===== config.mk =====
export PLATFORM = sky130hd
export DESIGN_NAME = pipe_mem_arbiter
export DESIGN_NICKNAME = d
export VERILOG_FILES = /design/src/rtl/pipe_mem_arbiter_pkg.sv /design/src/rtl/pipe_mem_arbiter_sat_counter16.sv /design/src/rtl/pipe_mem_arbiter.sv
export SDC_FILE = /design/constraint.sdc
export NUM_CORES = 1
export LEC_CHECK = 0
export CAP_MARGIN = 20
export CELL_PAD_IN_SITES_DETAIL_PLACEMENT = 0
export CELL_PAD_IN_SITES_GLOBAL_PLACEMENT = 2
export CORE_MARGIN = 1
export CORE_UTILIZATION = 18
export CTS_BUF_LIST = sky130_fd_sc_hd__clkbuf_16
export DETAILED_ROUTE_END_ITERATION = 16
export PLACE_DENSITY = 0.83
export RECOVER_POWER = 100
export SKIP_LAST_GASP = 1
export SYNTH_ARGS = -nofsm -noshare
export SYNTH_HDL_FRONTEND = slang
export SYNTH_SLANG_ARGS = --single-unit

===== constraint.sdc =====
create_clock -name clock -period 4 [get_ports clock]
set_clock_uncertainty 0.1 [all_clocks]
set_input_delay 0.8 -clock clock [delete_from_list [all_inputs] [get_ports clock]]
set_output_delay 0.8 -clock clock [all_outputs]
set_load 0.05 [all_outputs]

===== src/rtl/pipe_mem_arbiter_pkg.sv =====
// Shared types and defaults for the pipeline data-memory arbiter.
package pipe_mem_arbiter_pkg;

    typedef enum logic {
        ARB  = 1'b0,
        LOCK = 1'b1
    } arb_state_t;

    localparam int unsigned STARVE_LIMIT_DEF = 4;
    localparam int unsigned LOCK_MAX_DEF     = 8;
    localparam int unsigned DATA_W           = 32;
    localparam int unsigned CNT_W            = 16;

endpackage


===== src/rtl/pipe_mem_arbiter_sat_counter16.sv =====
// 16-bit event counter that sticks at all-ones instead of wrapping.
module sat_counter16
    import pipe_mem_arbiter_pkg::*;
(
    input  logic             clock,
    input  logic             resetn,
    input  logic             inc,
    output logic [CNT_W-1:0] count
);

    always_ff @(posedge clock or negedge resetn) begin
        if (!resetn) begin
            count <= '0;
        end else if (inc && (count != '1)) begin
            count <= count + CNT_W'(1);
        end
    end

endmodule


===== src/rtl/pipe_mem_arbiter.sv =====
// Arbitrates the single data-RAM port between the MEM stage and an external
// master, with starvation forcing and bounded locked bursts.
module pipe_mem_arbiter
    import pipe_mem_arbiter_pkg::*;
#(
    parameter int unsigned STARVE_LIMIT = STARVE_LIMIT_DEF,
    parameter int unsigned LOCK_MAX     = LOCK_MAX_DEF
) (
    input  logic              clock,
    input  logic              resetn,
    input  logic              cpu_req,
    input  logic              cpu_we,
    input  logic [DATA_W-1:0] cpu_addr,
    input  logic [DATA_W-1:0] cpu_wdata,
    output logic [DATA_W-1:0] cpu_rdata,
    output logic              cpu_stall,
    input  logic              ext_req,
    input  logic              ext_we,
    input  logic              ext_lock,
    input  logic [DATA_W-1:0] ext_addr,
    input  logic [DATA_W-1:0] ext_wdata,
    output logic              ext_gnt,
    output logic              ext_rvalid,
    output logic [DATA_W-1:0] ext_rdata,
    output logic              mem_we,
    output logic [DATA_W-1:0] mem_addr,
    output logic [DATA_W-1:0] mem_wdata,
    input  logic [DATA_W-1:0] mem_rdata,
    output logic [CNT_W-1:0]  stall_cnt
);

    localparam int unsigned SW = $clog2(STARVE_LIMIT + 2);
    localparam int unsigned LW = $clog2(LOCK_MAX + 2);

    arb_state_t    state_q, state_d;
    logic [SW-1:0] starve_q, starve_d;
    logic [LW-1:0] lock_q, lock_d, lock_inc;
    logic          force_cpu_q, force_cpu_d;
    logic          starved;
    logic          cpu_owns;

    always_ff @(posedge clock or negedge resetn) begin
        if (!resetn) begin
            state_q     <= ARB;
            starve_q    <= '0;
            lock_q      <= '0;
            force_cpu_q <= 1'b0;
        end else begin
            state_q     <= state_d;
            starve_q    <= starve_d;
            lock_q      <= lock_d;
            force_cpu_q <= force_cpu_d;
        end
    end

    // Grant decision and burst tracking; grants are suppressed while in reset.
    always_comb begin
        state_d     = state_q;
        lock_d      = lock_q;
        force_cpu_d = 1'b0;
        ext_gnt     = 1'b0;
        starved     = (starve_q == SW'(STARVE_LIMIT));
        lock_inc    = lock_q + LW'(1);

        case (state_q)
            ARB: begin
                ext_gnt = resetn & ext_req & (~cpu_req | (starved & ~force_cpu_q));
                if (ext_gnt && ext_lock) begin
                    if (LW'(LOCK_MAX) == LW'(1)) begin
                        force_cpu_d = 1'b1;
                    end else begin
                        state_d = LOCK;
                        lock_d  = LW'(1);
                    end
                end
            end
            LOCK: begin
                ext_gnt = resetn & ext_req;
                if (!ext_gnt) begin
                    state_d = ARB;
                    lock_d  = '0;
                end else if (lock_inc == LW'(LOCK_MAX)) begin
                    // Burst exhausted: the CPU gets the very next slot.
                    state_d     = ARB;
                    lock_d      = '0;
                    force_cpu_d = 1'b1;
                end else if (!ext_lock) begin
                    state_d = ARB;
                    lock_d  = '0;
                end else begin
                    lock_d = lock_inc;
                end
            end
            default: begin
                state_d = ARB;
                lock_d  = '0;
            end
        endcase

        starve_d = '0;
        if (ext_req && !ext_gnt) begin
            starve_d = starved ? starve_q : starve_q + SW'(1);
        end
    end

    // RAM port steering; the CPU is the default owner when nothing is granted.
    always_comb begin
        cpu_owns  = cpu_req & ~ext_gnt;
        cpu_stall = cpu_req & ext_gnt;
        mem_we    = ext_gnt ? ext_we : (cpu_req & cpu_we);
        mem_addr  = ext_gnt ? ext_addr : cpu_addr;
        mem_wdata = ext_gnt ? ext_wdata : cpu_wdata;
        cpu_rdata = cpu_owns ? mem_rdata : '0;
    end

    always_ff @(posedge clock or negedge resetn) begin
        if (!resetn) begin
            ext_rvalid <= 1'b0;
            ext_rdata  <= '0;
        end else begin
            ext_rvalid <= ext_gnt & ~ext_we;
            if (ext_gnt && !ext_we) begin
                ext_rdata <= mem_rdata;
            end
        end
    end

    sat_counter16 u_stall_cnt (
        .clock  (clock),
        .resetn (resetn),
        .inc    (cpu_stall),
        .count  (stall_cnt)
    );

endmodule


==> results of run 1 <==
[critical path, delay by kind of cell]
family	cells	cell delay, ns
AND/OR/NAND/NOR	1	0.30
AO/OA/AOI/OAI	1	0.10
buffers and inverters	4	1.29
multiplexers	1	0.37
[power groups by stage]
stage	Sequential, mW	Combinational [mW]	Clock (mW)
after floorplan	1.07	0.439	0
after global placement	0.751	1.37	0
after detailed placement	0.757	1.38	0
after CTS	0.748	1.38	0.826
after global routing	0.758	1.30	0.850
final	0.742	1.25	0.797
[kinds of logic after synthesis]
group	after synthesis	share of synthesized area
mux	97	0.308
simple gates	90	0.145
xor+xnor	19	0.0469
buf+inv	27	0.0335
fa+ha+maj	5	0.0176
compound gates	17	0.0395
flops	58	0.409
[worst max-delay path by stage]
| stage | to | slack, ns | cells after the start |
|---|---|---|---|
| 2_1_floorplan | mem_we | 0.64 | 6 |
| 3_3_place_gp | mem_addr[1] | 0.06 | 6 |
| 3_5_place_dp | mem_addr[1] | 0.01 | 6 |
| 4_1_cts | mem_addr[1] | 0.04 | 6 |
| 5_1_grt | mem_wdata[3] | 0.13 | 7 |
| 6_report | mem_addr[2] | 0.23 | 7 |
[what timing repair did]
item                       CTS  global route
setup endpoints to repair    1            26
setup buffers                0             2
pin swaps                    1             1
[area by class of cell]
class,instances,area [sq um],area share
multi-input combinational,228,1970,0.287
timing repair buffer,323,2800,0.407
clock inverter,6,75.1,0.0109
clock buffer,9,225,0.0327
sequential,58,1450,0.211
tap,260,325,0.0473
inverter,7,26.3,0.00382
[per-layer routing]
| layer | global-route usage | vias to the layer above | wire (um) |
|---|---|---|---|
| met1 | 0.184 | 1791 | 6740 |
| li1 | - | 1774 | - |
| met5 | 0 | - | 0 |
| met4 | 0.0458 | 0 | 308 |
| met3 | 0.0532 | 19 | 1430 |
| met2 | 0.303 | 169 | 8840 |
[sequential cells by signal (all words and copies together), names as in the netlist]
signal	cells
state_q	1
u_stall_cnt.count	16
force_cpu_q	1
ext_rvalid	1
lock_q	4
ext_rdata	32
starve_q	3
[cell usage in the layout (no fill, tap or decap), types with 2 or more instances in the layout]
cell type        count
xor2_1              17
mux2_2              68
buf_12               3
dlygate4sd3_1       50
clkbuf_2            74
xnor2_1              2
dfrtp_1             58
and4_1               2
o22ai_1              2
ha_1                 5
nor3_1               8
nor3b_1              2
mux2_1              29
nand4_1              4
nand3_1              8
a22o_1               3
nor4_1               5
a21oi_1              4
clkdlybuf4s50_1    164
inv_1                9
nor2_1               5
and3_1              35
bufinv_16            2
nand2_1             15
clkinv_1             2
clkbuf_1             4
buf_4               27
clkbuf_16            9
[metrics by stage]
step,hold WS [ns],cells,instance area (sq um),setup WS [ns]
after floorplan,0.404,313,3540,0.639
after global placement,0.370,874,7160,0.0564
after detailed placement,0.378,874,7160,0.0136
after CTS,0.390,889,7460,0.0405
after global routing,0.390,891,6880,0.128
final,0.378,891,6880,0.228
==> flow_metrics.tcl, run 1 <==
set metrics [dict create \
    worstReg2RegStart "starve_q[0]$_DFFE_PN0P_" \
    final_util 0.362 \
    synthCells 313 \
    synth_cell_types 36 \
    slew_headroom -0.0275 \
    grt_start_max_net_pins 61 \
    syn_area_sq_mm 0.00354 \
    endpoint_kind "output pin" \
    place_congestion 1.03 \
    finalCriticalPeriod_ns 3.77 \
    cts_resized 0 \
    drive_gt1_frac 0.293 \
    synthMostInstantiatedCell "mux2_2" \
    core_sq_mm 0.0190 \
    yosysTopAreaCell "dfrtp_1" \
    antenna_found_initial 0 \
    hold_class "reg -> reg" \
    path_class "in -> out" \
    ys_async_sr_fraction 1.00 \
    worstHoldPathCells 1 \
    grt_pass1_vias 4076 \
    antenna_cells 0 \
    cts_buffers 9 \
    synth_nets 485 \
    synth_seq_area_share 0.409 \
    postSynthAreaPerCell_sq_um 11.3 \
    netlist_top_cells_count "mux2_2, dfrtp_1, and3_1" \
    fp.dieH_um 142 \
    synth_edf_count 0 \
    swShare 0.406 \
    drtPass1Iterations 4 \
    outcome "finished, violations left" \
    crit_fanout 47 \
    yosys-top-cells-area "dfrtp_1, mux2_2, mux2_1" \
    nets 799 \
    drv_slew 61 \
    synth_top_area_share 0.409 \
    rows 50 \
    cp-startpoint "ext_req" \
    drc_errors 0 \
    postCtsHoldBufs 0 \
    violations "max-capacitance violations, max-slew violations" \
    grt_pass1_wl_mm 24.7 \
    finalSetupViolations 0 \
    switching_power_mw 1.13 \
    yosys_most_used_dff "dfrtp_1" \
    vias 3753 \
    drtIter0Drc 100 \
    power_frac_seq 0.266 \
    wirelength_mm 17.3 \
    viasPerCell 4.21 \
    dpl.hpwl_mm 14.1 \
    p_leak_nw 3.19 \
    r2r_end "ext_rdata[27]$_DFFE_PN0P_" \
    powerDensity_mw_per_mm2 405 \
    p_int_mw 1.65 \
    hold_start "ext_rdata[4]$_DFFE_PN0P_" \
    ff2ff_path_depth 9 \
    max_freq_ghz 0.265 \
    io_pins 315 \
    p_clk_frac 0.286 \
    overflow 0 \
    fin_crit_sh 0.943 \
    area_growth_pct 94.0 \
    synth_seq_cells 58 \
    cts_tree "yes" \
    insertion_delay_ns 0.33 \
    ir_drop_uv 197 \
    crit_path_top_delay_cell "dlygate4sd3_1" \
    finalSetupTns_ns 0 \
    r2r_setup_slack_ns 0.91 \
    drt.antenna.violating_nets 0 \
    hold_path_end "ext_rdata[4]$_DFFE_PN0P_" \
    hold_viol_final 0 \
    wl_per_cell_um 19.4 \
    tightest_slew_ns 1.54 \
    maxCapViolCount 1 \
    crit_chain "dlygate4sd3_1 -> and2_0 -> o31ai_4 -> buf_4 -> buf_12 -> mux2_2 -> clkbuf_2" \
    rsz0062_at_grt "false" \
    die_area_sq_mm 0.0203 \
    clockBufferDepth 2 \
    crit_path_max_incr_delay_ns 0.59 \
    grtUsageTotal 0.166 \
    initial_core_util 0.186 \
    cp-start-kind "input port" \
    port_buffers 314 \
    arrival_ns 2.87 \
    cts_root_buf "clkbuf_16" \
    final.fill_count 1958 \
    power_mw 2.78 \
    yosys_warnings 0 \
    htreeDepth 3 \
    clk_pin_slew_ns 0.05 \
    fp.dieW_um 142 \
    cp.required_ns 3.10 \
    cts_sinks 58 \
    comb_power_share 0.447 \
]
Power figures use the tool's default switching activity.
==> run 2: changes to the inputs <==
CORE_MARGIN = not set   (was 1)
==> results of run 2 <==
The final DEF is identical to that of run 1; final timing and power are the same.
